===== config.mk =====
export PLATFORM = sky130hd
export DESIGN_NAME = pipe_stage_reg
export DESIGN_NICKNAME = d
export VERILOG_FILES = /design/src/rtl/pipe_stage_reg.sv
export SDC_FILE = /design/constraint.sdc
export NUM_CORES = 1
export LEC_CHECK = 0
export CAP_MARGIN = 20
export CELL_PAD_IN_SITES_DETAIL_PLACEMENT = 0
export CELL_PAD_IN_SITES_GLOBAL_PLACEMENT = 1
export CORE_MARGIN = 3
export CORE_UTILIZATION = 26
export DETAILED_ROUTE_END_ITERATION = 8
export GPL_TIMING_DRIVEN = 0
export PLACE_DENSITY = 0.79
export SLEW_MARGIN = 30
export SYNTH_ARGS = -nofsm -noshare
export SYNTH_HDL_FRONTEND = slang
export SYNTH_SLANG_ARGS = --single-unit

===== constraint.sdc =====
create_clock -name clk -period 1.6 [get_ports clk]
set_clock_uncertainty 0.05 [all_clocks]
set_input_delay 0.16 -clock clk [delete_from_list [all_inputs] [get_ports clk]]
set_output_delay 0.16 -clock clk [all_outputs]
set_load 0.01 [all_outputs]

===== src/rtl/pipe_stage_reg.sv =====
// Generic inter-stage pipeline register for the 5-stage MIPS core.
// Holds one instruction slot (valid, payload, destination register, Tnew).
// It supports stall (hold), flush (bubble insertion) and optional Tnew ageing
// while stalled. It also keeps saturating stall/bubble counters for
// hazard-unit debug.
// Update priority on each edge is reset > flush > stall > advance.
module pipe_stage_reg #(
    parameter int PAYLOAD_W    = 96,
    parameter int REG_AW       = 5,
    parameter int TNEW_W       = 2,
    parameter int AGE_ON_STALL = 0,
    parameter int CNT_W        = 16
) (
    input  logic                 clk,
    input  logic                 reset,
    input  logic                 in_valid,
    input  logic [PAYLOAD_W-1:0] in_payload,
    input  logic [REG_AW-1:0]    in_a3,
    input  logic [TNEW_W-1:0]    in_tnew,
    input  logic                 stall,
    input  logic                 flush,
    output logic                 out_valid,
    output logic [PAYLOAD_W-1:0] out_payload,
    output logic [REG_AW-1:0]    out_a3,
    output logic [TNEW_W-1:0]    out_tnew,
    output logic                 fwd_hit,
    output logic [CNT_W-1:0]     stall_cnt,
    output logic [CNT_W-1:0]     bubble_cnt
);

    localparam logic [CNT_W-1:0] CNT_MAX = '1;

    logic                 valid_q,      valid_d;
    logic [PAYLOAD_W-1:0] payload_q,    payload_d;
    logic [REG_AW-1:0]    a3_q,         a3_d;
    logic [TNEW_W-1:0]    tnew_q,       tnew_d;
    logic [CNT_W-1:0]     stall_cnt_q,  stall_cnt_d;
    logic [CNT_W-1:0]     bubble_cnt_q, bubble_cnt_d;

    logic stall_evt;
    logic bubble_evt;

    // A flush that coincides with a stall counts only as a bubble.
    // An upstream bubble is counted only when the stage actually advances.
    assign stall_evt  = stall & ~flush;
    assign bubble_evt = flush | (~stall & ~in_valid);

    // Next-state selection for the instruction slot.
    always_comb begin
        valid_d   = valid_q;
        payload_d = payload_q;
        a3_d      = a3_q;
        tnew_d    = tnew_q;
        if (flush) begin
            valid_d   = 1'b0;
            payload_d = '0;
            a3_d      = '0;
            tnew_d    = '0;
        end else if (stall) begin
            // The held instruction keeps progressing towards its result while
            // it sits here. Tnew therefore ages, floored at zero.
            if ((AGE_ON_STALL != 0) && (tnew_q != '0)) begin
                tnew_d = tnew_q - TNEW_W'(1);
            end
        end else if (in_valid) begin
            valid_d   = 1'b1;
            payload_d = in_payload;
            a3_d      = in_a3;
            tnew_d    = in_tnew;
        end else begin
            // Bubbles carry a3=0, so a bubble can never produce a forwarding hit.
            valid_d   = 1'b0;
            payload_d = '0;
            a3_d      = '0;
            tnew_d    = '0;
        end
    end

    // Saturating performance counters. Each counter holds at max on its own.
    always_comb begin
        stall_cnt_d  = stall_cnt_q;
        bubble_cnt_d = bubble_cnt_q;
        if (stall_evt && (stall_cnt_q != CNT_MAX)) begin
            stall_cnt_d = stall_cnt_q + CNT_W'(1);
        end
        if (bubble_evt && (bubble_cnt_q != CNT_MAX)) begin
            bubble_cnt_d = bubble_cnt_q + CNT_W'(1);
        end
    end

    // State registers. Reset is synchronous and overrides every other input.
    always_ff @(posedge clk) begin
        if (reset) begin
            valid_q      <= 1'b0;
            payload_q    <= '0;
            a3_q         <= '0;
            tnew_q       <= '0;
            stall_cnt_q  <= '0;
            bubble_cnt_q <= '0;
        end else begin
            valid_q      <= valid_d;
            payload_q    <= payload_d;
            a3_q         <= a3_d;
            tnew_q       <= tnew_d;
            stall_cnt_q  <= stall_cnt_d;
            bubble_cnt_q <= bubble_cnt_d;
        end
    end

    assign out_valid   = valid_q;
    assign out_payload = payload_q;
    assign out_a3      = a3_q;
    // The output presents Tnew for the next stage. It is the stored value
    // minus one, floored at zero so that it never wraps.
    assign out_tnew    = (tnew_q == '0) ? '0 : (tnew_q - TNEW_W'(1));
    assign fwd_hit     = valid_q & (a3_q != '0) & (out_tnew == '0);
    assign stall_cnt   = stall_cnt_q;
    assign bubble_cnt  = bubble_cnt_q;

endmodule


==> results of run 1 <==
[final timing paths]
kind | to | slack [ps] | depth (start not counted)
max reg2reg | bubble_cnt[8]$_SDFFE_PP0P_ | -20 | 5
max | fwd_hit | -190 | 4
min | out_payload[17]$_SDFFE_PP0N_ | 300 | 3
min reg2reg | bubble_cnt[14]$_SDFFE_PP0P_ | 440 | 2
[routing by layer]
layer	vias to the layer above	part of all wire
li1	2618	-
met1	2486	0.42
met2	172	0.49
met3	13	0.081
met4	0	0.013
met5	-	0
[where the power goes]
part           internal, W  switching, W
registers          0.00344     0.0000457
logic             0.000457      0.000339
clock network      0.00256       0.00158
total              0.00645       0.00197
[registers in the layout, summed over array words and instances (netlist names)]
register	count
out_a3	5
out_valid	1
out_payload	96
tnew_q	2
stall_cnt	16
bubble_cnt	16
[placed cells by master, fill, tap and decap left out, types with 4 or more instances in the layout]
cell type | netlist | final
dfxtp_4 | 0 | 12
o31ai_1 | 10 | 10
or4_1 | 13 | 7
a21oi_1 | 21 | 13
clkinvlp_4 | 0 | 4
buf_2 | 0 | 6
dlygate4sd2_1 | 0 | 19
nor2b_1 | 5 | 5
dfxtp_1 | 136 | 104
clkdlybuf4s50_1 | 0 | 209
clkbuf_2 | 1 | 15
nand2_1 | 20 | 18
a21oi_2 | 0 | 8
buf_4 | 0 | 25
or4_4 | 0 | 6
nor2_1 | 115 | 114
a22oi_1 | 103 | 103
clkbuf_16 | 0 | 17
clkbuf_1 | 33 | 13
inv_6 | 0 | 4
o21ai_0 | 8 | 8
inv_1 | 9 | 9
nand3_1 | 8 | 7
or3_1 | 6 | 4
nor3_1 | 7 | 4
dfxtp_2 | 0 | 20
nand4_1 | 10 | 10
dlymetal6s2s_1 | 0 | 14
[tightest hold or removal path: cells and delay by family]
kind                   cells  cell delay (ps)
buffers and inverters      1              450
AND/OR/NAND/NOR            1               70
AO/OA/AOI/OAI              1               50
[per-stage QoR]
stage	cells	setup slack (ps)
2_1_floorplan	555	2.80
3_3_place_gp	1059	-826
3_5_place_dp	1059	-852
4_1_cts	1107	-208
5_1_grt	1115	-251
6_report	1115	-189
[cell type report]
class,instances,area share
buffer,38,0.0215
clock buffer,20,0.0505
clock inverter,12,0.0181
inverter,9,0.00374
multi-input combinational,371,0.269
sequential,136,0.309
tap,260,0.0360
timing repair buffer,269,0.292
[repair_timing]
action	CTS	global route
endpoints found under the setup margin	129	115
pin swaps	17	17
resized for setup	89	63
buffers inserted	17	8
[cells by family after synthesis]
logic type | count (synthesis) | share of synthesized area
multiplexers | 5 | 0.0105
AO/OA/AOI/OAI | 155 | 0.217
XOR/XNOR | 1 | 0.00171
flip-flops | 136 | 0.532
AND/OR/NAND/NOR | 208 | 0.197
buffers and inverters | 48 | 0.0369
adder cells (fa/ha/maj) | 2 | 0.00489
==> results.py, run 1 <==
metrics = {
    "outcome": {
        "status": "complete, but fails checks",
        "violations": "negative setup slack",
    },
    "finish": {
        "stdcell_area_um2": 9040,
        "fillers": 1844,
        "multi_input_comb_area_um2": 2430,
        "drive_above_1_share": 0.186,
        "syn2layout_area_growth_pct": 76.5,
        "ff_latch_area_um2": 2790,
        "final_core_util": 0.475,
        "n_antenna_cell": 0,
        "nets": 952,
    },
    "drt": {
        "vias_per_cell": 4.74,
        "dr.first_iter.drc_count": 193,
        "post-route-drc-count": 0,
        "drt_first_pass_iters": 4,
        "route.detailed.wl_per_inst_um": 16.6,
        "routed_wl_um": 18500,
        "antenna_left": 0,
        "num_vias": 5289,
    },
    "critical_path": {
        "crit_family": "simple AND/OR/NAND/NOR gates",
        "critPathMaxFanout": 3,
        "cpPeakStageDelay_ps": 540,
        "crit_path_start": "out_a3[2]$_SDFFE_PP0N_",
        "worst_setup_path_start_kind": "flop",
        "timing.rr.start": "bubble_cnt[4]$_SDFFE_PP0P_",
        "critPathBufInv": 1,
        "worstPathArrival_ps": 1580,
        "cp-end-kind": "output port",
        "cp.required_ps": 1390,
        "crit_type": "flop to output port",
        "path_cells": "or4_4 -> nor2_4 -> nor3b_1 -> buf_2",
        "crit_slowest_cell": "or4_4",
    },
    "power_and_ir_drop": {
        "power.total_w": 0.00842,
        "power.leakage_nw": 3.52,
        "p_per_area_nw_per_um2": 932,
        "ir_drop_uv": 688,
    },
    "place": {
        "dpl_cell_area_um2": 7930,
        "hpwl_um": 13200,
        "numPortBuffers": 244,
        "place_congestion": 0.805,
    },
    "floorplan": {
        "rows": 50,
        "ioPinCount": 245,
        "die_y_um": 146,
        "die_area_um2": 21400,
        "die_x_um": 146,
        "core_um2": 19000,
        "start_util": 0.269,
    },
    "global_route": {
        "grt_max_degree": 20,
        "busiest_layer": "met2",
        "use_met2": 0.272,
        "met3_usage": 0.0732,
        "grt_pass1_wl_um": 28800,
        "antenna_found_initial": 0,
        "grt-ovfl-total": 0,
        "grt_pass1_vias": 5199,
        "met1_usage": 0.205,
        "grt_util_all_layers": 0.168,
    },
    "sta": {
        "fmax_mhz": 559,
        "setup_tns_ps": -254,
        "setup_slack_ps": -189,
        "rsz0062_at_grt": "true",
        "post-route-period-util": 1.12,
        "final-setup-viol-count": 6,
        "hold_ws_ps": 304,
        "slew_headroom": 0.632,
        "drv_slew": 0,
        "min_period_ps": 1790,
        "finalHoldViolCount": 0,
        "tightestPinTransition_ps": 553,
    },
    "synth": {
        "synthFlopType": "dfxtp_1",
        "synth.ff_latch_count": 136,
        "synth-seq-area-share": 0.532,
        "yosys-top-cells-area": "dfxtp_1 53%, a22oi_1 15%, nor2_1 8.4%",
        "synth_edf_count": 0,
        "async_flop_share": 0,
        "synth_top_area_share": 0.532,
        "ys_warn_count": 0,
        "syn-num-nets": 665,
        "yosysTopAreaCell": "dfxtp_1",
        "synth.avg_cell_area_um2": 9.23,
        "yosysMostFrequentCell": "dfxtp_1",
        "synth_area_um2": 5120,
        "synth_commonest_cells": "136 x dfxtp_1, 115 x nor2_1, 103 x a22oi_1",
        "yosysUniqueCellTypes": 41,
        "netlist_instances": 555,
    },
    "clock_tree": {
        "cts_root_buffer": "clkbuf_16",
        "cts.clk_slew.worst_paths_ps": 60,
        "cts_tree": "yes",
        "cts_inserted_buffers": 17,
        "clk_latency_ps": 420,
        "cts_hold_buf": 0,
        "clock_path_buffers": 2,
        "htree_levels": 4,
        "cts.sinks": 136,
    },
    "min_path": {
        "hp-class": "input port to flop",
        "hp-start": "in_payload[17]",
    },
    "run": {
        "cap_violations": 0,
    },
}
Note: power is estimated with default switching activity, not from simulation.
==> run 2: changes to the inputs <==
--- a/config.mk
+++ b/config.mk
@@ -8,11 +8,10 @@
 export CAP_MARGIN = 20
 export CELL_PAD_IN_SITES_DETAIL_PLACEMENT = 0
 export CELL_PAD_IN_SITES_GLOBAL_PLACEMENT = 1
-export CORE_MARGIN = 3
-export CORE_UTILIZATION = 26
+export CORE_UTILIZATION = 31
 export DETAILED_ROUTE_END_ITERATION = 8
 export GPL_TIMING_DRIVEN = 0
-export PLACE_DENSITY = 0.79
+export PLACE_DENSITY = 0.88
 export SLEW_MARGIN = 30
 export SYNTH_ARGS = -nofsm -noshare
 export SYNTH_HDL_FRONTEND = slang
==> constraint.sdc (replaced) <==
create_clock -name clk -period 2.2 [get_ports clk]
set_clock_uncertainty 0.05 [all_clocks]
set_input_delay 0.22 -clock clk [delete_from_list [all_inputs] [get_ports clk]]
set_output_delay 0.22 -clock clk [all_outputs]
set_load 0.01 [all_outputs]
==> run 2 against run 1 <==
Effect of this change: critical path depth increased by 1; the flow now finishes without violations; global-route usage up 2.8 points; flip-flop and latch count did not move; sequential power fell by 27%; register-to-register slack improved by 210 ps; via count down 2.1%; worst hold slack better by 61 ps; largest power group unchanged; utilization rose by 5.6 points; worst setup slack better by 380 ps; clock-buffer cell count fell by 1.
==> results.py, run 2 (synthesis gave the netlist of run 1 again) <==
metrics = {
    "floorplan": {
        "start_util": 0.320,
        "die_x_um": 131,
        "die_area_um2": 17000,
        "core_um2": 16000,
        "rows": 46,
        "die_y_um": 131,
        "ioPinCount": 245,
    },
    "sta": {
        "tightestPinTransition_ps": 631,
        "drv_slew": 0,
        "hold_ws_ps": 365,
        "post-route-period-util": 0.913,
        "finalHoldViolCount": 0,
        "min_period_ps": 2010,
        "slew_headroom": 0.576,
        "final-setup-viol-count": 0,
        "fmax_mhz": 498,
        "rsz0062_at_grt": "false",
    },
    "place": {
        "place_congestion": 0.756,
        "hpwl_um": 12000,
        "dp_cells": 1015,
        "numPortBuffers": 244,
    },
    "global_route": {
        "grt_max_degree": 17,
        "grt_util_all_layers": 0.196,
        "grt_pass1_vias": 4936,
        "antenna_found_initial": 0,
        "grt_pass1_wl_um": 25600,
        "grt-ovfl-total": 0,
    },
    "finish": {
        "largest_reg_flops": 96,
        "drive_above_1_share": 0.0529,
        "n_antenna_cell": 0,
        "syn2layout_area_growth_pct": 66.2,
        "final_cell_mix": "243 x clkdlybuf4s50_1, 136 x dfxtp_1, 115 x nor2_1",
        "fin_cells": 1047,
        "layout_commonest_cell": "clkdlybuf4s50_1",
        "final_core_util": 0.532,
        "nets": 928,
    },
    "critical_path": {
        "rrSetupSlack_ps": 190,
        "critPathMaxFanout": 6,
        "regToRegEndpoint": "bubble_cnt[0]$_SDFFE_PP0P_",
        "crit_family": "simple AND/OR/NAND/NOR gates",
        "path_cells": "ha_1 -> nand4_1 -> nor3_1 -> a21boi_0 -> mux2_2",
        "worst_setup_path_start_kind": "flop",
        "crit_path_start": "bubble_cnt[0]$_SDFFE_PP0P_",
        "worstPathArrival_ps": 2270,
        "cp.required_ps": 2460,
        "crit_type": "flop to flop",
        "cp_num_cells": 5,
        "endpoint": "bubble_cnt[0]$_SDFFE_PP0P_",
        "critPathBufInv": 0,
        "cp-end-kind": "flop",
        "timing.rr.start": "bubble_cnt[0]$_SDFFE_PP0P_",
        "reg2regPathDepth": 5,
        "cpPeakStageDelay_ps": 390,
        "crit_slowest_cell": "dfxtp_1",
    },
    "power_and_ir_drop": {
        "p_per_area_nw_per_um2": 746,
        "ir_drop_uv": 681,
        "power.leakage_nw": 2.92,
    },
    "clock_tree": {
        "clock_path_buffers": 2,
        "cts_inserted_buffers": 17,
        "cts_tree": "yes",
        "clk_latency_ps": 420,
        "cts_root_buffer": "clkbuf_16",
        "cts.sinks": 136,
        "htree_levels": 4,
        "post-cts-setup-buffers": 0,
        "cts_hold_buf": 0,
        "cts.clk_slew.worst_paths_ps": 60,
    },
    "min_path": {
        "hp-class": "input port to flop",
    },
    "drt": {
        "drt_first_pass_iters": 5,
        "routed_wl_um": 16600,
        "vias_per_cell": 4.94,
        "antenna_left": 0,
        "dr.first_iter.drc_count": 254,
        "num_vias": 5177,
        "post-route-drc-count": 0,
        "route.detailed.wl_per_inst_um": 15.9,
    },
    "run": {
        "cap_violations": 0,
    },
    "outcome": {
        "status": "finished, final reports clean",
    },
}
## run 2: cell count changes in the layout (fill, tap and decap cells not counted), moves of 8 or more
cell             before  now
clkdlybuf4s50_1     209  243
dfxtp_1             104  136
buf_4                25    0
a21oi_1              13   21
dlymetal6s2s_1       14    0
dlygate4sd2_1        19    1
clkbuf_2             15    2
a21oi_2               8    0
dfxtp_2              20    0
dfxtp_4              12    0
clkbuf_1             13   32
## run 2: worst min-delay path by stage
stage,start,endpoint,slack (ps),depth (start not counted)
CTS,in_payload[89],out_payload[89]$_SDFFE_PP0N_,350,3
global route,in_payload[31],out_payload[31]$_SDFFE_PP0N_,360,3
floorplan,in_a3[0],out_a3[0]$_SDFFE_PP0N_,310,2
global placement,out_payload[54]$_SDFFE_PP0N_,out_payload[54]$_SDFFE_PP0N_,440,2
detailed placement,stall_cnt[15]$_SDFFE_PP0P_,stall_cnt[15]$_SDFFE_PP0P_,440,2
finish,in_payload[10],out_payload[10]$_SDFFE_PP0N_,360,3
## run 2: metal layers
metal / vias up / track usage / part of all wire
li1: 2571 / - / -
met1: 2426 / 0.227 / 0.42
met2: 159 / 0.327 / 0.49
met3: 21 / 0.0745 / 0.075
met4: 0 / 0.0730 / 0.017
met5: - / 0 / 0
## run 2: timing repair
item,in CTS,in global routing
gates resized for setup,1,3
hold endpoints to repair,0,0
endpoints found under the setup margin,1,28
## run 2: final cells by class
class	instances	area, um^2
Buffer	39	156
Tap cell	216	270
Timing Repair Buffer	244	2440
Multi-Input combinational cell	371	2210
Fill cell	1548	7490
Inverter	9	33.8
Clock buffer	19	453
Sequential cell	136	2720
Clock inverter	13	215
## run 2: report_power, final
group | total [W] | switching, W | internal [W]
clock | 0.00325 | 0.00116 | 0.00209
combinational | 0.000559 | 0.000241 | 0.000318
sequential | 0.00254 | 0.0000287 | 0.00251
total | 0.00635 | 0.00143 | 0.00492
## run 2: tightest hold or removal path: stages
cell and delay (ps):
clkdlybuf4s50_1 450, a22oi_1 50, nor2_1 70
## run 2: per-stage QoR
step / cell area [um^2] / power [W] / worst slack, ps / TNS (ps)
after global placement: 7830 / 0.00315 / -361 / -23570
after global routing: 8510 / 0.00658 / 23.6 / 0
after CTS: 8500 / 0.00642 / 85.4 / 0
after detailed placement: 7830 / 0.00315 / -331 / -20750
final: 8510 / 0.00635 / 192 / 0
after floorplan: 5120 / 0.00280 / 517 / 0
==> run 3: changes to the inputs <==
--- a/config.mk
+++ b/config.mk
@@ -8,6 +8,7 @@
 export CAP_MARGIN = 20
 export CELL_PAD_IN_SITES_DETAIL_PLACEMENT = 0
 export CELL_PAD_IN_SITES_GLOBAL_PLACEMENT = 1
+export CORE_MARGIN = 5
 export CORE_UTILIZATION = 31
 export DETAILED_ROUTE_END_ITERATION = 8
 export GPL_TIMING_DRIVEN = 0
==> run 3 against run 2 <==
Effect of this change: combinational power hardly changed; total power is 3.0% lower; utilization is 1.5 points lower; clock-buffer cell count is 1 higher; register-to-register slack better by 20 ps; global-route usage is 1.5 points lower; first-iteration DRC count is 3.1% higher; via count is 1.1% higher; critical endpoint unchanged.
==> results.py, run 3 (synthesis gave the netlist of run 1 again) <==
metrics = {
    "min_path": {
        "hp-class": "input port to flop",
        "hp-start": "in_payload[17]",
        "min_path_cells": 3,
        "min_to": "out_payload[17]$_SDFFE_PP0N_",
    },
    "sta": {
        "min_period_ps": 1990,
        "slew_headroom": 0.601,
        "rsz0062_at_grt": "false",
        "fmax_mhz": 502,
        "hold_ws_ps": 364,
        "post-route-period-util": 0.906,
        "final-setup-viol-count": 0,
        "finalHoldViolCount": 0,
        "tightestPinTransition_ps": 599,
        "drv_slew": 0,
    },
    "clock_tree": {
        "cts_inserted_buffers": 17,
        "cts_root_buffer": "clkbuf_16",
        "post-cts-setup-buffers": 0,
        "htree_levels": 4,
        "clk_latency_ps": 410,
        "cts_tree": "yes",
        "cts.clk_slew.worst_paths_ps": 60,
        "clock_path_buffers": 2,
        "cts.sinks": 136,
    },
    "power_and_ir_drop": {
        "power.leakage_nw": 2.91,
        "p_clk_frac": 0.496,
        "ir_drop_uv": 512,
        "p_seq_frac": 0.413,
        "pwr-share-comb": 0.091,
        "p_sw_frac": 0.223,
        "netSwitchingPower_w": 0.00137,
        "p_per_area_nw_per_um2": 725,
        "internal_power_w": 0.00478,
    },
    "global_route": {
        "grt_util_all_layers": 0.181,
        "grt_max_degree": 17,
        "grt_pass1_vias": 5168,
        "grt-ovfl-total": 0,
        "antenna_found_initial": 0,
        "grt_pass1_wl_um": 28300,
    },
    "outcome": {
        "status": "finished, final reports clean",
    },
    "place": {
        "place_congestion": 0.847,
        "numPortBuffers": 244,
        "dp_cells": 1019,
        "hpwl_um": 12900,
    },
    "critical_path": {
        "crit_type": "flop to flop",
        "timing.rr.start": "bubble_cnt[0]$_SDFFE_PP0P_",
        "cp.required_ps": 2450,
        "worst_setup_path_start_kind": "flop",
        "critPathMaxFanout": 6,
        "reg2regPathDepth": 5,
        "regToRegEndpoint": "bubble_cnt[0]$_SDFFE_PP0P_",
        "worstPathArrival_ps": 2240,
        "rrSetupSlack_ps": 210,
        "cp-end-kind": "flop",
    },
    "finish": {
        "syn2layout_area_growth_pct": 65.7,
        "final_cell_mix": "243 x clkdlybuf4s50_1, 136 x dfxtp_1, 115 x nor2_1",
        "nets": 928,
        "largest_reg_flops": 96,
        "drive_above_1_share": 0.0542,
        "fin_cells": 1052,
        "layout_commonest_cell": "clkdlybuf4s50_1",
    },
    "run": {
        "cap_violations": 0,
    },
    "drt": {
        "post-route-drc-count": 0,
        "routed_wl_um": 17700,
        "num_vias": 5232,
        "route.met2.wl_um": 8680,
        "topRoutingLayerUsed": "met4",
        "wl_met3_um": 1380,
        "drt_first_pass_iters": 4,
        "dr.first_iter.drc_count": 262,
        "route.detailed.wl_per_inst_um": 16.8,
        "antenna_left": 0,
        "vias_per_cell": 4.97,
        "drt-met1-wl_um": 7440,
    },
    "floorplan": {
        "die_x_um": 139,
        "die_area_um2": 19200,
        "ioPinCount": 245,
        "core_um2": 16400,
        "start_util": 0.312,
        "die_y_um": 139,
        "rows": 47,
    },
}
run 3: cell count changes in the layout (fill, tap and decap cells not counted), sizes merged:
| cell | before | now |
|---|---|---|
| clkbuf | 53 | 54 |
| clkinv | 3 | 7 |
| bufinv | 5 | 4 |
| inv | 13 | 9 |
| diode | 0 | 1 |
run 3: what timing repair did:
action	4_1_cts	5_1_grt
setup endpoints to repair	1	28
hold buffers	0	0
resized for setup	1	6
run 3: worst max-delay path by stage:
stage                          startpoint                           end  slack, ps  cells after the start
6_report       bubble_cnt[0]$_SDFFE_PP0P_    bubble_cnt[0]$_SDFFE_PP0P_        210                      5
5_1_grt        bubble_cnt[0]$_SDFFE_PP0P_    bubble_cnt[0]$_SDFFE_PP0P_         20                      5
4_1_cts                          in_valid  out_payload[12]$_SDFFE_PP0N_        110                      7
3_5_place_dp                     in_valid  out_payload[16]$_SDFFE_PP0N_       -290                      7
3_3_place_gp                        reset  out_payload[44]$_SDFFE_PP0N_       -300                      6
2_1_floorplan  bubble_cnt[0]$_SDFFE_PP0P_    bubble_cnt[0]$_SDFFE_PP0P_        520                      5
run 3: stage by stage:
stage / utilization / total power (W) / area [um^2] / setup WS (ps) / TNS [ps]
after global routing: 0.517 / 0.00637 / 8480 / 24.1 / 0
after detailed placement: 0.478 / 0.00316 / 7840 / -290 / -18300
after CTS: 0.516 / 0.00622 / 8470 / 112 / 0
final: 0.517 / 0.00615 / 8480 / 208 / 0
after global placement: 0.478 / 0.00316 / 7840 / -300 / -19650
after floorplan: - / 0.00280 / 5120 / 517 / 0
run 3: cell type report:
type                       instances  area (um^2)
clock buffer                      20          457
antenna                            1         2.50
multi-input combinational        371         2220
buffer                            39          158
fill                            1509         7920
timing repair buffer             244         2440
inverter                           9         33.8
clock inverter                    12          174
sequential                       136         2720
tap                              220          275
run 3: power by group through the flow:
stage	logic (W)	clock network (W)	registers (W)
final	0.000561	0.00305	0.00254
after detailed placement	0.000567	0	0.00259
after global routing	0.000609	0.00322	0.00254
after global placement	0.000564	0	0.00259
after CTS	0.000569	0.00311	0.00254
after floorplan	0.000187	0	0.00261
run 3: critical path: stages (launching register included):
cell      delay, ps
dfxtp_1         400
ha_1            300
nand4_1         230
nor3_1          350
a21boi_0        240
mux2_2          310
run 3: routing by layer:
metal | GRT usage | vias to the layer above
li1 | - | 2578
met5 | 0 | -
met3 | 0.0635 | 12
met1 | 0.223 | 2481
met2 | 0.299 | 161
met4 | 0.0577 | 0
